**config.mk**
```make
export PLATFORM = sky130hd
export DESIGN_NAME = multicycle_sequencer_flat
export DESIGN_NICKNAME = d
export VERILOG_FILES = /design/src/rtl/mc_pkg.sv /design/src/rtl/multicycle_sequencer_if.sv /design/src/rtl/seq_perf_counters.sv /design/src/rtl/multicycle_sequencer.sv /design/src/flat_wrapper.sv
export SDC_FILE = /design/constraint.sdc
export NUM_CORES = 1
export LEC_CHECK = 0
export BUFFER_PORTS_ARGS = -buffer_cell sky130_fd_sc_hd__buf_4
export CAP_MARGIN = 10
export CELL_PAD_IN_SITES_DETAIL_PLACEMENT = 1
export CELL_PAD_IN_SITES_GLOBAL_PLACEMENT = 1
export CORE_ASPECT_RATIO = 0.9
export CORE_MARGIN = 3
export CORE_UTILIZATION = 26
export DETAILED_ROUTE_END_ITERATION = 8
export MAX_ROUTING_LAYER = met4
export PLACE_DENSITY = 0.75
export SYNTH_ARGS = -nofsm -noshare
export SYNTH_HDL_FRONTEND = slang
export SYNTH_SLANG_ARGS = --single-unit
```
**constraint.sdc**
```tcl
create_clock -name clk -period 1.42 [get_ports clk]
set_input_delay 0.284 -clock clk [delete_from_list [all_inputs] [get_ports clk]]
set_output_delay 0.284 -clock clk [all_outputs]
set_load 0.05 [all_outputs]
```
**src/rtl/mc_pkg.sv**
```systemverilog
// Shared types and constants for the multi-cycle main-control sequencer.
package mc_pkg;

    // FSM encoding is visible on the debug state port, so the values are fixed.
    typedef enum logic [2:0] {
        StIdle      = 3'd0,
        StFetch     = 3'd1,
        StDecode    = 3'd2,
        StExecute   = 3'd3,
        StMemory    = 3'd4,
        StFpuWait   = 3'd5,
        StWriteback = 3'd6,
        StHalt      = 3'd7
    } seq_state_t;

    // PC next-value select presented to the datapath mux.
    typedef logic [1:0] pc_src_t;

    localparam pc_src_t PC_SRC_SEQ      = 2'd0;
    localparam pc_src_t PC_SRC_BRANCH   = 2'd1;
    localparam pc_src_t PC_SRC_JUMP     = 2'd2;
    localparam pc_src_t PC_SRC_JUMP_REG = 2'd3;

    localparam int unsigned FPU_LATENCY_DEFAULT = 4;

    // FPU latency is limited to 1..255, so an 8-bit down-counter suffices.
    localparam int unsigned FPU_CNT_W = 8;

    // Cycles in IDLE and HALT are not counted as active execution time.
    function automatic logic is_active(seq_state_t st);
        return (st != StIdle) && (st != StHalt);
    endfunction

endpackage

```
**src/rtl/multicycle_sequencer_if.sv**
```systemverilog
// Instruction/data memory request-acknowledge handshake seen by the sequencer.
interface multicycle_sequencer_if;

    logic imem_req;
    logic imem_ack;
    logic dmem_req;
    logic dmem_we;
    logic dmem_ack;

    // Sequencer side: raises requests, receives acknowledges.
    modport master (
        output imem_req,
        output dmem_req,
        output dmem_we,
        input  imem_ack,
        input  dmem_ack
    );

    // Memory side: observes requests, returns acknowledges.
    modport slave (
        input  imem_req,
        input  dmem_req,
        input  dmem_we,
        output imem_ack,
        output dmem_ack
    );

endinterface

```
**src/rtl/seq_perf_counters.sv**
```systemverilog
// Active-cycle and retired-instruction counters for the sequencer.
// Present only when SEQ_PERF_CNT_EN is defined; both counters wrap naturally.
`ifdef SEQ_PERF_CNT_EN
module seq_perf_counters #(
    parameter int unsigned CNT_W = 32
) (
    input  logic             clk,
    input  logic             rst_n,
    input  logic             active,
    input  logic             retire,
    output logic [CNT_W-1:0] cycle_cnt,
    output logic [CNT_W-1:0] instr_cnt
);

    logic [CNT_W-1:0] cycle_q;
    logic [CNT_W-1:0] instr_q;

    // Count active cycles and retire pulses.
    always_ff @(posedge clk or negedge rst_n) begin
        if (!rst_n) begin
            cycle_q <= '0;
            instr_q <= '0;
        end else begin
            if (active) begin
                cycle_q <= cycle_q + CNT_W'(1);
            end
            if (retire) begin
                instr_q <= instr_q + CNT_W'(1);
            end
        end
    end

    assign cycle_cnt = cycle_q;
    assign instr_cnt = instr_q;

endmodule
`endif

```
**src/rtl/multicycle_sequencer.sv**
```systemverilog
// Main-control FSM of the multi-cycle processor: steps each instruction through
// fetch, decode, execute, optional memory or FPU wait, and writeback, gating the
// decoder's write enables into single-cycle strobes.
// Optional performance counters are built when SEQ_PERF_CNT_EN is defined;
// otherwise cycle_cnt and instr_cnt are tied to zero.
module multicycle_sequencer
    import mc_pkg::*;
#(
    parameter int unsigned FPU_LATENCY = FPU_LATENCY_DEFAULT,
    parameter int unsigned CNT_W       = 32
) (
    input  logic                   clk,
    input  logic                   rst_n,
    input  logic                   run,

    multicycle_sequencer_if.master mem,

    input  logic                   dec_reg_wr,
    input  logic                   dec_f_reg_wr,
    input  logic                   dec_branch,
    input  logic                   dec_jump,
    input  logic                   dec_jump_reg,
    input  logic                   dec_mem_wr,
    input  logic                   dec_mem_to_reg,
    input  logic                   dec_fpu_op,
    input  logic                   dec_halt,
    input  logic                   branch_cond,

    output logic                   ir_wr,
    output logic                   pc_wr,
    output pc_src_t                pc_src,
    output logic                   rf_wr,
    output logic                   frf_wr,
    output logic                   retire,
    output logic                   halted,
    output logic [2:0]             state,
    output logic [CNT_W-1:0]       cycle_cnt,
    output logic [CNT_W-1:0]       instr_cnt
);

    localparam logic [FPU_CNT_W-1:0] FpuLatency = FPU_CNT_W'(FPU_LATENCY);

    seq_state_t           state_q;
    seq_state_t           state_d;
    logic [FPU_CNT_W-1:0] fpu_cnt_q;
    logic                 imem_req_q;
    logic                 dmem_req_q;
    logic                 dmem_we_q;
    logic                 halted_q;

    // Next state plus the Mealy strobes that depend on the current cycle's inputs.
    always_comb begin
        state_d = state_q;
        ir_wr   = 1'b0;
        pc_wr   = 1'b0;
        pc_src  = PC_SRC_SEQ;
        rf_wr   = 1'b0;
        frf_wr  = 1'b0;
        retire  = 1'b0;

        case (state_q)
            StIdle: begin
                if (run) begin
                    state_d = StFetch;
                end
            end

            StFetch: begin
                if (mem.imem_ack) begin
                    ir_wr   = 1'b1;
                    pc_wr   = 1'b1;
                    pc_src  = PC_SRC_SEQ;
                    state_d = StDecode;
                end
            end

            StDecode: begin
                state_d = dec_halt ? StHalt : StExecute;
            end

            StExecute: begin
                if (dec_fpu_op) begin
                    state_d = StFpuWait;
                end else if (dec_jump) begin
                    pc_wr  = 1'b1;
                    pc_src = dec_jump_reg ? PC_SRC_JUMP_REG : PC_SRC_JUMP;
                    // Linking jumps still need a writeback cycle for the return address.
                    if (dec_reg_wr) begin
                        state_d = StWriteback;
                    end else begin
                        retire = 1'b1;
                    end
                end else if (dec_branch) begin
                    pc_wr  = branch_cond;
                    pc_src = PC_SRC_BRANCH;
                    retire = 1'b1;
                end else if (dec_mem_wr || dec_mem_to_reg) begin
                    state_d = StMemory;
                end else begin
                    state_d = StWriteback;
                end
            end

            StMemory: begin
                if (mem.dmem_ack) begin
                    if (dec_mem_wr) begin
                        retire = 1'b1;
                    end else begin
                        state_d = StWriteback;
                    end
                end
            end

            StFpuWait: begin
                // Counter value 1 marks the final wait cycle.
                if (fpu_cnt_q == FPU_CNT_W'(1)) begin
                    state_d = StWriteback;
                end
            end

            StWriteback: begin
                rf_wr  = dec_reg_wr;
                frf_wr = dec_f_reg_wr;
                retire = 1'b1;
            end

            StHalt: begin
                state_d = StHalt;
            end

            default: begin
                state_d = StIdle;
            end
        endcase

        // run is only looked at on the instruction boundary.
        if (retire) begin
            state_d = run ? StFetch : StIdle;
        end
    end

    // State register, FPU wait counter and registered Moore outputs.
    always_ff @(posedge clk or negedge rst_n) begin
        if (!rst_n) begin
            state_q    <= StIdle;
            fpu_cnt_q  <= '0;
            imem_req_q <= 1'b0;
            dmem_req_q <= 1'b0;
            dmem_we_q  <= 1'b0;
            halted_q   <= 1'b0;
        end else begin
            state_q <= state_d;

            if ((state_q == StExecute) && (state_d == StFpuWait)) begin
                fpu_cnt_q <= FpuLatency;
            end else if (state_q == StFpuWait) begin
                fpu_cnt_q <= fpu_cnt_q - FPU_CNT_W'(1);
            end

            // Moore outputs are decoded from the state being entered so they
            // line up with the state register without a combinational path.
            imem_req_q <= (state_d == StFetch);
            dmem_req_q <= (state_d == StMemory);
            dmem_we_q  <= (state_d == StMemory) && dec_mem_wr;
            halted_q   <= (state_d == StHalt);
        end
    end

    assign mem.imem_req = imem_req_q;
    assign mem.dmem_req = dmem_req_q;
    assign mem.dmem_we  = dmem_we_q;
    assign halted       = halted_q;
    assign state        = state_q;

`ifdef SEQ_PERF_CNT_EN
    logic active;

    assign active = is_active(state_q);

    seq_perf_counters #(
        .CNT_W (CNT_W)
    ) u_perf_counters (
        .clk       (clk),
        .rst_n     (rst_n),
        .active    (active),
        .retire    (retire),
        .cycle_cnt (cycle_cnt),
        .instr_cnt (instr_cnt)
    );
`else
    assign cycle_cnt = '0;
    assign instr_cnt = '0;
`endif

endmodule

```
**src/flat_wrapper.sv**
```systemverilog
// flat-port wrapper written by rule: the top's interface ports become plain ports
module multicycle_sequencer_flat import mc_pkg::*;
#(
    parameter int unsigned FPU_LATENCY = FPU_LATENCY_DEFAULT,
    parameter int unsigned CNT_W       = 32
)
  (clk, rst_n, run, dec_reg_wr, dec_f_reg_wr, dec_branch, dec_jump, dec_jump_reg, dec_mem_wr, dec_mem_to_reg, dec_fpu_op, dec_halt, branch_cond, ir_wr, pc_wr, pc_src, rf_wr, frf_wr, retire, halted, state, cycle_cnt, instr_cnt, mem_imem_req, mem_dmem_req, mem_dmem_we, mem_imem_ack, mem_dmem_ack);
  multicycle_sequencer_if mem_i ();
  input  logic clk;
  input  logic rst_n;
  input  logic run;
  input  logic dec_reg_wr;
  input  logic dec_f_reg_wr;
  input  logic dec_branch;
  input  logic dec_jump;
  input  logic dec_jump_reg;
  input  logic dec_mem_wr;
  input  logic dec_mem_to_reg;
  input  logic dec_fpu_op;
  input  logic dec_halt;
  input  logic branch_cond;
  output logic ir_wr;
  output logic pc_wr;
  output pc_src_t pc_src;
  output logic rf_wr;
  output logic frf_wr;
  output logic retire;
  output logic halted;
  output logic [2:0] state;
  output logic [CNT_W-1:0] cycle_cnt;
  output logic [CNT_W-1:0] instr_cnt;
  output wire logic [$bits(mem_i.imem_req)-1:0] mem_imem_req;
  output wire logic [$bits(mem_i.dmem_req)-1:0] mem_dmem_req;
  output wire logic [$bits(mem_i.dmem_we)-1:0] mem_dmem_we;
  input wire logic [$bits(mem_i.imem_ack)-1:0] mem_imem_ack;
  input wire logic [$bits(mem_i.dmem_ack)-1:0] mem_dmem_ack;
  assign mem_imem_req = mem_i.imem_req;
  assign mem_dmem_req = mem_i.dmem_req;
  assign mem_dmem_we = mem_i.dmem_we;
  assign mem_i.imem_ack = mem_imem_ack;
  assign mem_i.dmem_ack = mem_dmem_ack;
  multicycle_sequencer #(.FPU_LATENCY(FPU_LATENCY), .CNT_W(CNT_W)) u_core (.clk(clk), .rst_n(rst_n), .run(run), .mem(mem_i), .dec_reg_wr(dec_reg_wr), .dec_f_reg_wr(dec_f_reg_wr), .dec_branch(dec_branch), .dec_jump(dec_jump), .dec_jump_reg(dec_jump_reg), .dec_mem_wr(dec_mem_wr), .dec_mem_to_reg(dec_mem_to_reg), .dec_fpu_op(dec_fpu_op), .dec_halt(dec_halt), .branch_cond(branch_cond), .ir_wr(ir_wr), .pc_wr(pc_wr), .pc_src(pc_src), .rf_wr(rf_wr), .frf_wr(frf_wr), .retire(retire), .halted(halted), .state(state), .cycle_cnt(cycle_cnt), .instr_cnt(instr_cnt));
endmodule
```
* After elaboration in Yosys (flattened, before gate mapping)
Cells that the tools add are included.
** Word-level totals
- Register bits :: 15
- Input port bits :: 15
- Word-level logic and storage cells :: 60
** Operators by class
- Add/sub/neg operators :: 1
- Eq/ne operators :: 12
- Muxes and demuxes :: 36
- Reductions and logical operators :: 5
** Operators by type and width (number)
- $mux W3 :: 11
- $eq A3 B3 Y1 const B :: 7
- $pmux W3 S7 :: 1
- $mux W1 :: 16
- $mux W8 :: 2
- $eq A8 B1 Y1 const B :: 1
- $mux W2 :: 4
- $sub A8 B1 Y8 const B :: 1
- $eq A3 B1 Y1 const B :: 2
- $eq A3 B2 Y1 const B :: 2
- $logic_not A3 Y1 :: 1
- $pmux W1 S3 :: 1
- $logic_and A1 B1 Y1 :: 2
- $pmux W1 S2 :: 1
- $reduce_bool A2 Y1 :: 1
- $logic_or A1 B1 Y1 :: 1

* Depth between registers and ports, before layout
Gate-level depths: netlist of the first run.
- Depth after elaboration :: 10
- Mapped depth :: 7

* Least setup slack after synthesis of the first run
OpenSTA, ideal clock, no wires.
- Path type :: register to register
- From :: reg u_core.state_q[2], in the netlist u_core.state[2]
- To :: reg u_core.imem_req_q, in the netlist u_core.mem.imem_req
- Library setup time :: 0.080 ns
- Data arrival time :: 2.258 ns
- Required time :: 1.340 ns
- Slack :: -0.918 ns
- Stages on the path, launching flop included :: 6
- Path buffers :: 0
- Clock period less this slack :: 2.338 ns
- Cells stage by stage :: dfrtp_1 nand4bb_2 o32ai_2 a211oi_2 o21a_1 nor3_2
** RTL lines
- start: declaration :: line multicycle_sequencer.sv:43 : seq_state_t state_q;
- start signal: assignment :: line multicycle_sequencer.sv:145 : state_q <= StIdle;
- start signal: assignment :: line multicycle_sequencer.sv:152 : state_q <= state_d;
- $eq A3 B3 Y1 / $eq A3 B2 Y1 (equally long branches) :: line multicycle_sequencer.sv:61 : case (state_q)
- $pmux W1 S3 * :: line multicycle_sequencer.sv:61
- named net retire :: line flat_wrapper.sv:27 : output logic retire;
- $mux W3 * :: line multicycle_sequencer.sv:137 : if (retire) begin
- $eq A3 B1 Y1 * :: line multicycle_sequencer.sv:162 : imem_req_q <= (state_d == StFetch);
- end signal: assignment :: line multicycle_sequencer.sv:162
- end: declaration :: line multicycle_sequencer.sv:46 : logic imem_req_q;
The timed path passes the listed nets; every way through them passes the cells marked *.
A chain may end at the register's enable or synchronous reset.

* Worst setup path after layout of the first run
- From :: reg u_core.state_q[2], in the netlist u_core.state[2]
- To :: out retire
** Between the ends
- Longest elaborated chain between the ends :: 2
** Ends and longest elaborated chain (line)
- $eq A3 B3 Y1 / $eq A3 B2 Y1 (equally long branches) :: multicycle_sequencer.sv:61
- $pmux W1 S3 * :: multicycle_sequencer.sv:61
- end: declaration :: flat_wrapper.sv:27
Every way passes the cells marked *; elsewhere a longest branch is shown, timed or not.

==> results.ini, run 1 <==
[run_status]
run_status = finished, violations left
violated_checks = setup timing

[cts]
cts_tree = built
cts_inserted_buffers = 3
ctsRootBufferMaster = clkbuf_8
cts_num_sinks = 15
worst_setup_hold_path_clk_slew_ps = 70
cts_max_level = 1
clkLatencyLatePin_ps = 260
max_root_sink_buffers = 2

[pwr]
power.leakage_nw = 1.05
worst_vdd_drop_uv = 937
power-per-cell-area_mw_per_mm2 = 2280

[worst_setup_path]
slowest_cell_on_the_critical_path = dfrtp_2
worst_ep_arrival_time_ps = 1440
crit_path_start = u_core.state[2]$_DFF_PN0_
regToRegSetupSlack_ps = -250
critPathTopFamily = flip-flops
critPathMaxFanout = 4
critical_path.cell_chain = nand4bb_4 -> o32ai_4 -> buf_6
worst_setup_path_start_kind = flop
regToRegStartpoint = u_core.state[2]$_DFF_PN0_
setup.worst_path.class = reg -> out
crit_path_end = retire
critical_path_rt_ps = 1140
cp.depth = 3
r2r.worst_path.cells = 7
crit_path_largest_cell_delay_ps = 430
setup_crit_end_kind = output port
endpoint_of_the_worst_register_to_register_path = u_core.mem.imem_req$_DFF_PN0_
number_of_buffers_and_inverters_on_the_critical_path = 1

[global_routing]
grt_util_all_layers = 0.123
grt_start_max_net_pins = 16
antenna_violations_before_repair = 0
first_pass_grt_wire_length_mm = 6.37
gr-total-overflow = 0
grt_pass1_vias = 1216

[placed_design]
dp_hpwl_mm = 2.73
io_buffers = 28
pre_cts_slack_ps = -99.2
gpl.final_weighted_congestion = 0.775

[detailed_routing]
detailedRoute.firstIterationViolations = 24
detail_route.first_pass.iterations = 4
viasPerCell = 4.02
wirelength_mm = 4.34
num_vias = 1183
route.detailed.wl_per_inst_um = 14.8
ant_nets = 0
drc_errors = 0

[logic_synthesis]
seq_area_frac_synth = 0.263
post_synth_num_cell_types = 41
yosys_most_used_dff = dfrtp_1
number_of_synthesized_register_bits = 15
synthCells = 161
post_synth_instance_area_mm2 = 0.00143
synthesized_area_per_cell_um2 = 8.87
yosysWarningCount = 0
netlist.top_cell.by_area = buf_4
ys_top_cells_by_area = buf_4, dfrtp_1, nor2_1
postSynth.asyncResetShare = 1.00
synth-edff-count = 0
netlist.area_leader.share = 0.347

[die]
fp-row-count = 24
floorplan.die.width_um = 84.1
top_level_port_count = 93
core_box_area_mm2 = 0.00507
die_area_mm2 = 0.00642
die_height_um = 76.3
starting_density_of_the_core = 0.281

[sta]
hold_viol = 0
skew_ps = 5.49
total_count_of_max_transition_violations_in_the_final_report = 0
setup_repair_after_global_routing_missed_its_margin = true
post-route-min-period_ps = 1730
post-route-worst-setup-slack_ps = -307
final.period_utilization = 1.22
min_hold_slack_ps = 406
setup_viol = 23
fin_tns_setup_ps = -3980
maxClockFrequency_mhz = 579

[cells_and_area]
layout-drive-gt1-share = 0.502
antenna-diode-count = 0
most_frequent_standard_cell_in_the_layout_excluding_fill_and_tap_cells = conb_1
post_layout_net_count = 247
layout-area-overhead-vs-synth_pct = 47.6
area_used_by_multi_input_combinational_logic_um2 = 978
top_library_cells_by_usage_in_the_layout_fill_and_taps_aside = conb_1, buf_4, buf_6, dfrtp_1, nor2_1
area.sequential_um2 = 379
fillers = 600

[run]
cap_violations = 0

[min_path]
hold_class = in -> reg

==> final cells by class <==
type,instances,area share
inverter,5,0.00891
timing repair buffer,69,0.285
clock inverter,1,0.00356
clock buffer,3,0.0196
multi-input combinational,136,0.464
tap,65,0.0386
sequential,15,0.180
==> power by group <==
part | internal, mW | leakage [nW] | total [mW] | switching (mW)
clock | 0.198 | 0.0217 | 0.362 | 0.164
combinational | 1.54 | 0.843 | 3.59 | 2.05
sequential | 0.626 | 0.187 | 0.851 | 0.225
==> metrics by stage <==
stage               total power, mW   util  cells  area [um2]
floorplan                      2.71      -    224        1710
global placement               3.38  0.336    276        1700
detailed placement             3.45  0.336    276        1700
CTS                            4.13  0.377    288        1910
global route                   5.06  0.415    294        2110
finish                         4.80  0.415    294        2110
==> cell usage after synthesis (2+ instances only) <==
| cell | n |
|---|---|
| nand2_1 | 10 |
| nor4_2 | 2 |
| xor2_1 | 2 |
| nor2_1 | 14 |
| ha_1 | 2 |
| buf_4 | 66 |
| o21a_1 | 2 |
| and3_1 | 3 |
| dfrtp_1 | 15 |
| nor3_1 | 2 |
| nand3b_1 | 2 |
| a21oi_1 | 4 |
| xnor2_1 | 2 |
| and2_1 | 2 |
| inv_1 | 5 |
| a21oi_2 | 3 |
==> worst min-delay path by stage <==
stage          startpoint                              end  cells past startpoint
2_1_floorplan       rst_n  u_core.fpu_cnt_q[0]$_DFFE_PN0P_                      0
3_3_place_gp        rst_n    u_core.mem.dmem_req$_DFF_PN0_                      1
3_5_place_dp        rst_n     u_core.mem.dmem_we$_DFF_PN0_                      1
4_1_cts               run     u_core.mem.dmem_we$_DFF_PN0_                      4
5_1_grt               run     u_core.mem.dmem_we$_DFF_PN0_                      4
6_report              run     u_core.mem.dmem_we$_DFF_PN0_                      4
==> what timing repair did <==
| item | 4_1_cts | 5_1_grt |
|---|---|---|
| buffers inserted | 7 | 6 |
| pin swaps | 2 | 15 |
| resized for setup | 21 | 32 |
| hold buffers | 1 | 0 |
| endpoints found under the hold margin | 15 | 0 |
| setup endpoints to repair | 16 | 23 |
==> layer usage <==
| metal | GRT usage | vias up | wire, um |
|---|---|---|---|
| li1 | - | 538 | - |
| met1 | 0.128 | 574 | 1530 |
| met2 | 0.233 | 55 | 2410 |
| met3 | 0.0259 | 16 | 281 |
| met4 | 0.0338 | 0 | 114 |
| met5 | - | - | 0 |
==> worst min-delay path: stages <==
cell,delay [ps]
buf_4,120
a211oi_4,70
nand2_2,110
nor3_2,40
==> logic make-up after synthesis <==
group | share of synthesized area
xor gates and xnor gates | 0.0245
muxes | 0.00701
adders and majority gates | 0.0175
and+or+nand+nor | 0.202
other | 0.00263
buffers and inverters | 0.372
DFF | 0.263
AOI/OAI and AO/OA | 0.111
==> flip-flops by register name, summed over array words and instances, names as in the netlist <==
signal / count
u_core.fpu_cnt_q: 8
u_core.state: 3
u_core.halted: 1
u_core.mem.dmem_req: 1
u_core.mem.dmem_we: 1
u_core.mem.imem_req: 1
(Power assumes the default switching activity.)
==> inputs of run 2 (changes only) <==
--- a/config.mk
+++ b/config.mk
@@ -11,10 +11,10 @@
 export CELL_PAD_IN_SITES_GLOBAL_PLACEMENT = 1
 export CORE_ASPECT_RATIO = 0.9
 export CORE_MARGIN = 3
-export CORE_UTILIZATION = 26
+export CORE_UTILIZATION = 32
 export DETAILED_ROUTE_END_ITERATION = 8
 export MAX_ROUTING_LAYER = met4
-export PLACE_DENSITY = 0.75
+export PLACE_DENSITY = 0.87
 export SYNTH_ARGS = -nofsm -noshare
 export SYNTH_HDL_FRONTEND = slang
 export SYNTH_SLANG_ARGS = --single-unit
==> constraint.sdc (replaced) <==
create_clock -name clk -period 2.2 [get_ports clk]
set_input_delay 0.44 -clock clk [delete_from_list [all_inputs] [get_ports clk]]
set_output_delay 0.44 -clock clk [all_outputs]
set_load 0.05 [all_outputs]
==> run 2 against run 1 <==
The run now ends clean; register-to-register slack improved by 700 ps; final area fell by 29%; cell count fell by 15%; sequential share of layout area rose by 7.1 points; highest routed layer unchanged.
==> results.ini, run 2 (synthesis gave the netlist of run 1 again) <==
[cts]
clkLatencyLatePin_ps = 250
hold_buffers = 0
worst_setup_hold_path_clk_slew_ps = 60
max_root_sink_buffers = 2
cts-resized-gates = 0
post_cts_buffers = 0
cts_max_level = 1
cts_inserted_buffers = 3
ctsRootBufferMaster = clkbuf_8
cts_num_sinks = 15
cts_tree = built

[die]
die_area_mm2 = 0.00530
floorplan.die.width_um = 76.4
die_height_um = 69.4
core_box_area_mm2 = 0.00418
starting_density_of_the_core = 0.341
top_level_port_count = 93
fp-row-count = 22

[cells_and_area]
antenna-diode-count = 0
top_library_cells_by_usage_in_the_layout_fill_and_taps_aside = conb_1, buf_4, nor2_1, dfrtp_1, nand2_1
largest_register_ffs = 8
postLayoutCoreUtil = 0.359
area.sequential_um2 = 377
area_used_by_multi_input_combinational_logic_um2 = 769
most_frequent_standard_cell_in_the_layout_excluding_fill_and_tap_cells = conb_1
max_flop_register = u_core.fpu_cnt_q
post_layout_net_count = 207
layout-area-overhead-vs-synth_pct = 5.26
fillers = 529
layout-drive-gt1-share = 0.249

[sta]
setup_repair_after_global_routing_missed_its_margin = false
post-route-min-period_ps = 2090
setup_viol = 0
total_count_of_max_transition_violations_in_the_final_report = 0
worst-slew-pin-transition_ps = 567
hold_viol = 0
maxClockFrequency_mhz = 478
timing.max_slew.rel_slack = 0.620
fin_tns_setup_ps = 0
final.period_utilization = 0.950
skew_ps = 0.681

[worst_setup_path]
regToRegSetupSlack_ps = 450
worst_setup_path_start_kind = flop
worst_ep_arrival_time_ps = 1650
crit_path_largest_cell_delay_ps = 570
slowest_cell_on_the_critical_path = dfrtp_1
setup_crit_end_kind = output port
critical_path.cell_chain = nand4bb_2 -> o32ai_4 -> buf_4
setup.worst_path.class = reg -> out
critPathMaxFanout = 12
regToRegStartpoint = u_core.state[2]$_DFF_PN0_
r2r.worst_path.cells = 6
endpoint_of_the_worst_register_to_register_path = u_core.mem.imem_req$_DFF_PN0_
critical_path_rt_ps = 1760

[detailed_routing]
detailedRoute.firstIterationViolations = 65
viasPerCell = 3.90
wirelength_mm = 2.96
ant_nets = 0
drc_errors = 0
route.detailed.wl_per_inst_um = 11.9
num_vias = 971
detail_route.first_pass.iterations = 3

[min_path]
hold_class = in -> async

[placed_design]
dp_hpwl_mm = 2.43
io_buffers = 28
gpl.final_weighted_congestion = 0.821

[global_routing]
gr-total-overflow = 0
antenna_violations_before_repair = 0
grt_pass1_vias = 932
grt_start_max_net_pins = 16
first_pass_grt_wire_length_mm = 4.44
grt_util_all_layers = 0.104

[run]
cap_violations = 0

[pwr]
power.leakage_nw = 0.792
worst_vdd_drop_uv = 395
power-per-cell-area_mw_per_mm2 = 1410

[run_status]
run_status = completed

-- run 2: metrics by stage --
step                      total power, mW  instance area, um2  hold slack (ps)  std cells  worst slack, ps
after floorplan                      1.71                1680              144        224            -21.3
after global placement               1.84                1460              300        245              320
after detailed placement             1.89                1460              304        245              285
after CTS                            2.13                1500             36.8        249             72.5
after global routing                 2.24                1500             46.5        249             18.0
final                                2.12                1500             31.7        249              109
-- run 2: final cells by class --
type | instances | area share
clock buffer | 4 | 0.0300
inverter | 5 | 0.0125
multi-input combinational | 136 | 0.512
sequential | 15 | 0.251
tap | 60 | 0.0500
timing repair buffer | 29 | 0.145
-- run 2: report_power, final --
| group | leakage (nW) | switching (mW) | internal, mW |
|---|---|---|---|
| clock | 0.0228 | 0.0943 | 0.128 |
| sequential | 0.189 | 0.174 | 0.400 |
| combinational | 0.580 | 0.922 | 0.404 |
| total | 0.792 | 1.19 | 0.932 |
-- run 2: layer usage --
| metal | routed length, um | vias up | GRT usage |
|---|---|---|---|
| met5 | 0 | - | - |
| met4 | 39 | 0 | 0.0362 |
| met3 | 300 | 5 | 0.0260 |
| met2 | 1550 | 53 | 0.189 |
| met1 | 1070 | 454 | 0.109 |
| li1 | - | 459 | - |
-- run 2: worst max-delay path by stage --
stage | cells after the start | to | startpoint
floorplan | 2 | pc_wr | u_core.state[2]$_DFF_PN0_
global placement | 4 | retire | dec_fpu_op
detailed placement | 4 | retire | dec_fpu_op
CTS | 3 | retire | u_core.state[1]$_DFF_PN0_
global route | 3 | retire | u_core.state[0]$_DFF_PN0_
finish | 3 | retire | u_core.state[0]$_DFF_PN0_
-- run 2: worst max-delay path: cells and delay by family (launching register included) --
kind                   cells  cell delay (ps)
AND/OR/NAND/NOR            1              280
flip-flops                 1              570
AO/OA/AOI/OAI              1              310
buffers and inverters      1              250
==> inputs of run 3 (changes only) <==
--- a/config.mk
+++ b/config.mk
@@ -13,8 +13,10 @@
 export CORE_MARGIN = 3
 export CORE_UTILIZATION = 32
 export DETAILED_ROUTE_END_ITERATION = 8
+export GPL_TIMING_DRIVEN = 1
 export MAX_ROUTING_LAYER = met4
 export PLACE_DENSITY = 0.87
+export REMOVE_ABC_BUFFERS = 1
 export SYNTH_ARGS = -nofsm -noshare
 export SYNTH_HDL_FRONTEND = slang
 export SYNTH_SLANG_ARGS = --single-unit
==> run 3 against run 2 <==
Flip-flop and latch count stayed put; cell count is 0.40% higher; wire length is 2.1% higher; via count is 0.10% lower; sequential share of layout area is 0.063 points higher; critical endpoint unchanged; core utilization is 0.090 points lower; largest power group unchanged; die area stayed put; combinational power hardly changed.
==> results.ini, run 3 (synthesis gave the netlist of run 1 again) <==
[global_routing]
gr-total-overflow = 0
grt_use_met1 = 0.113
first_pass_grt_wire_length_mm = 4.44
grt_start_max_net_pins = 16
use_met2 = 0.199
grt_pass1_vias = 915
routing_layer_with_the_top_usage_in_global_route = met2
antenna_violations_before_repair = 0
grt_util_all_layers = 0.108
globalRouteMet3Util = 0.0182

[detailed_routing]
num_vias = 970
detailedRoute.firstIterationViolations = 40
route.detailed.wl_per_inst_um = 12.1
ant_nets = 0
wirelength_mm = 3.02
viasPerCell = 3.88
drc_errors = 0
detail_route.first_pass.iterations = 4

[placed_design]
placed_cells_incl_taps = 246
io_buffers = 28
dp_hpwl_mm = 2.53
gpl.final_weighted_congestion = 0.755

[die]
starting_density_of_the_core = 0.341
fp-row-count = 22
core_box_area_mm2 = 0.00418
top_level_port_count = 93
floorplan.die.width_um = 76.4
die_height_um = 69.4
die_area_mm2 = 0.00530

[cells_and_area]
largest_register_ffs = 8
finalNonFillerCells = 250
fillers = 532
max_flop_register = u_core.fpu_cnt_q
top_library_cells_by_usage_in_the_layout_fill_and_taps_aside = conb_1, buf_4, nor2_1, dfrtp_1, nand2_1
most_frequent_standard_cell_in_the_layout_excluding_fill_and_tap_cells = conb_1
antenna-diode-count = 0
layout-drive-gt1-share = 0.253
layout-area-overhead-vs-synth_pct = 5.00
post_layout_net_count = 208

[run]
cap_violations = 0

[worst_setup_path]
worst_setup_path_start_kind = flop
slowest_cell_on_the_critical_path = dfrtp_2
crit_path_largest_cell_delay_ps = 500
critical_path_rt_ps = 1760
setup.worst_path.class = reg -> out
setup_crit_end_kind = output port
worst_ep_arrival_time_ps = 1570
critPathMaxFanout = 12
critPathTopFamily = flip-flops
critical_path.cell_chain = nand4bb_2 -> o32ai_2 -> buf_4
number_of_buffers_and_inverters_on_the_critical_path = 1

[pwr]
cell_internal_pwr_uw = 937
power.share.sequential = 0.258
power_frac_comb = 0.635
power_mw = 2.13
power.share.switching = 0.560
power.leakage_nw = 0.796
worst_vdd_drop_uv = 314
power-per-cell-area_mw_per_mm2 = 1420
p_clk_frac = 0.106
power.switching_mw = 1.19

[sta]
min_hold_slack_ps = 29.6
setup_repair_after_global_routing_missed_its_margin = false
final.period_utilization = 0.914
hold_viol = 0
timing.max_slew.rel_slack = 0.638
setup_viol = 0
maxClockFrequency_mhz = 497
post-route-min-period_ps = 2010
total_count_of_max_transition_violations_in_the_final_report = 0
worst-slew-pin-transition_ps = 541
skew_ps = 2.61

[cts]
hold_buffers = 0
worst_setup_hold_path_clk_slew_ps = 60
cts_max_level = 1
ctsRootBufferMaster = clkbuf_8
cts_tree = built
clkLatencyLatePin_ps = 250
cts_inserted_buffers = 3
max_root_sink_buffers = 2
cts_num_sinks = 15

[run_status]
run_status = completed

[min_path]
hold_class = in -> async

## run 3: cell count changes in the layout (fill, tap and decap cells not counted)
cell,previous run,this run
buf_4,29,30
o32ai_2,0,1
o32ai_4,1,0
## run 3: timing repair
item,4_1_cts,5_1_grt
resized for setup,0,1
buffers inserted,0,0
endpoints found under the setup margin,0,1
## run 3: cell type report
type                       instances  area [um2]  area share
inverter                           5        18.8      0.0125
sequential                        15         377       0.251
tap                               60        75.1      0.0501
multi-input combinational        136         758       0.506
clock buffer                       4        45.0      0.0301
timing repair buffer              30         225       0.150
## run 3: power by group through the flow
| stage | clock [mW] | sequential [mW] | combinational [mW] |
|---|---|---|---|
| floorplan | 0 | 0.713 | 0.835 |
| detailed placement | 0 | 0.549 | 1.35 |
| global placement | 0 | 0.539 | 1.31 |
| CTS | 0.232 | 0.549 | 1.36 |
| finish | 0.226 | 0.550 | 1.35 |
| global route | 0.249 | 0.570 | 1.45 |
## run 3: worst paths after layout
kind                                                 start                               to  slack (ps)  cells past startpoint
max in group asynchronous                            rst_n        u_core.state[0]$_DFF_PN0_        1980                      1
min in group clk                                dec_mem_wr     u_core.mem.dmem_we$_DFF_PN0_         450                      3
setup / recovery                 u_core.state[0]$_DFF_PN0_                           retire         190                      3
hold reg to reg            u_core.fpu_cnt_q[6]$_DFFE_PN0P_  u_core.fpu_cnt_q[6]$_DFFE_PN0P_         580                      2
setup reg to reg                 u_core.state[1]$_DFF_PN0_    u_core.mem.imem_req$_DFF_PN0_         500                      6
hold / removal                                       rst_n  u_core.fpu_cnt_q[4]$_DFFE_PN0P_          30                      1
## run 3: metrics by stage
step / area [um2] / setup slack (ps) / util / TNS, ps
finish: 1500 / 190 / 0.358 / 0
global route: 1500 / 103 / 0.358 / 0
CTS: 1500 / 62.0 / 0.358 / 0
detailed placement: 1450 / 264 / 0.347 / 0
global placement: 1450 / 310 / 0.347 / 0
floorplan: 1150 / -269 / - / -1300
## run 3: per-layer routing
layer  vias to the layer above  part of all wire
li1                        459                 -
met1                       463              0.37
met2                        44              0.55
met3                         4             0.066
met4                         0             0.013
met5                         -                 0
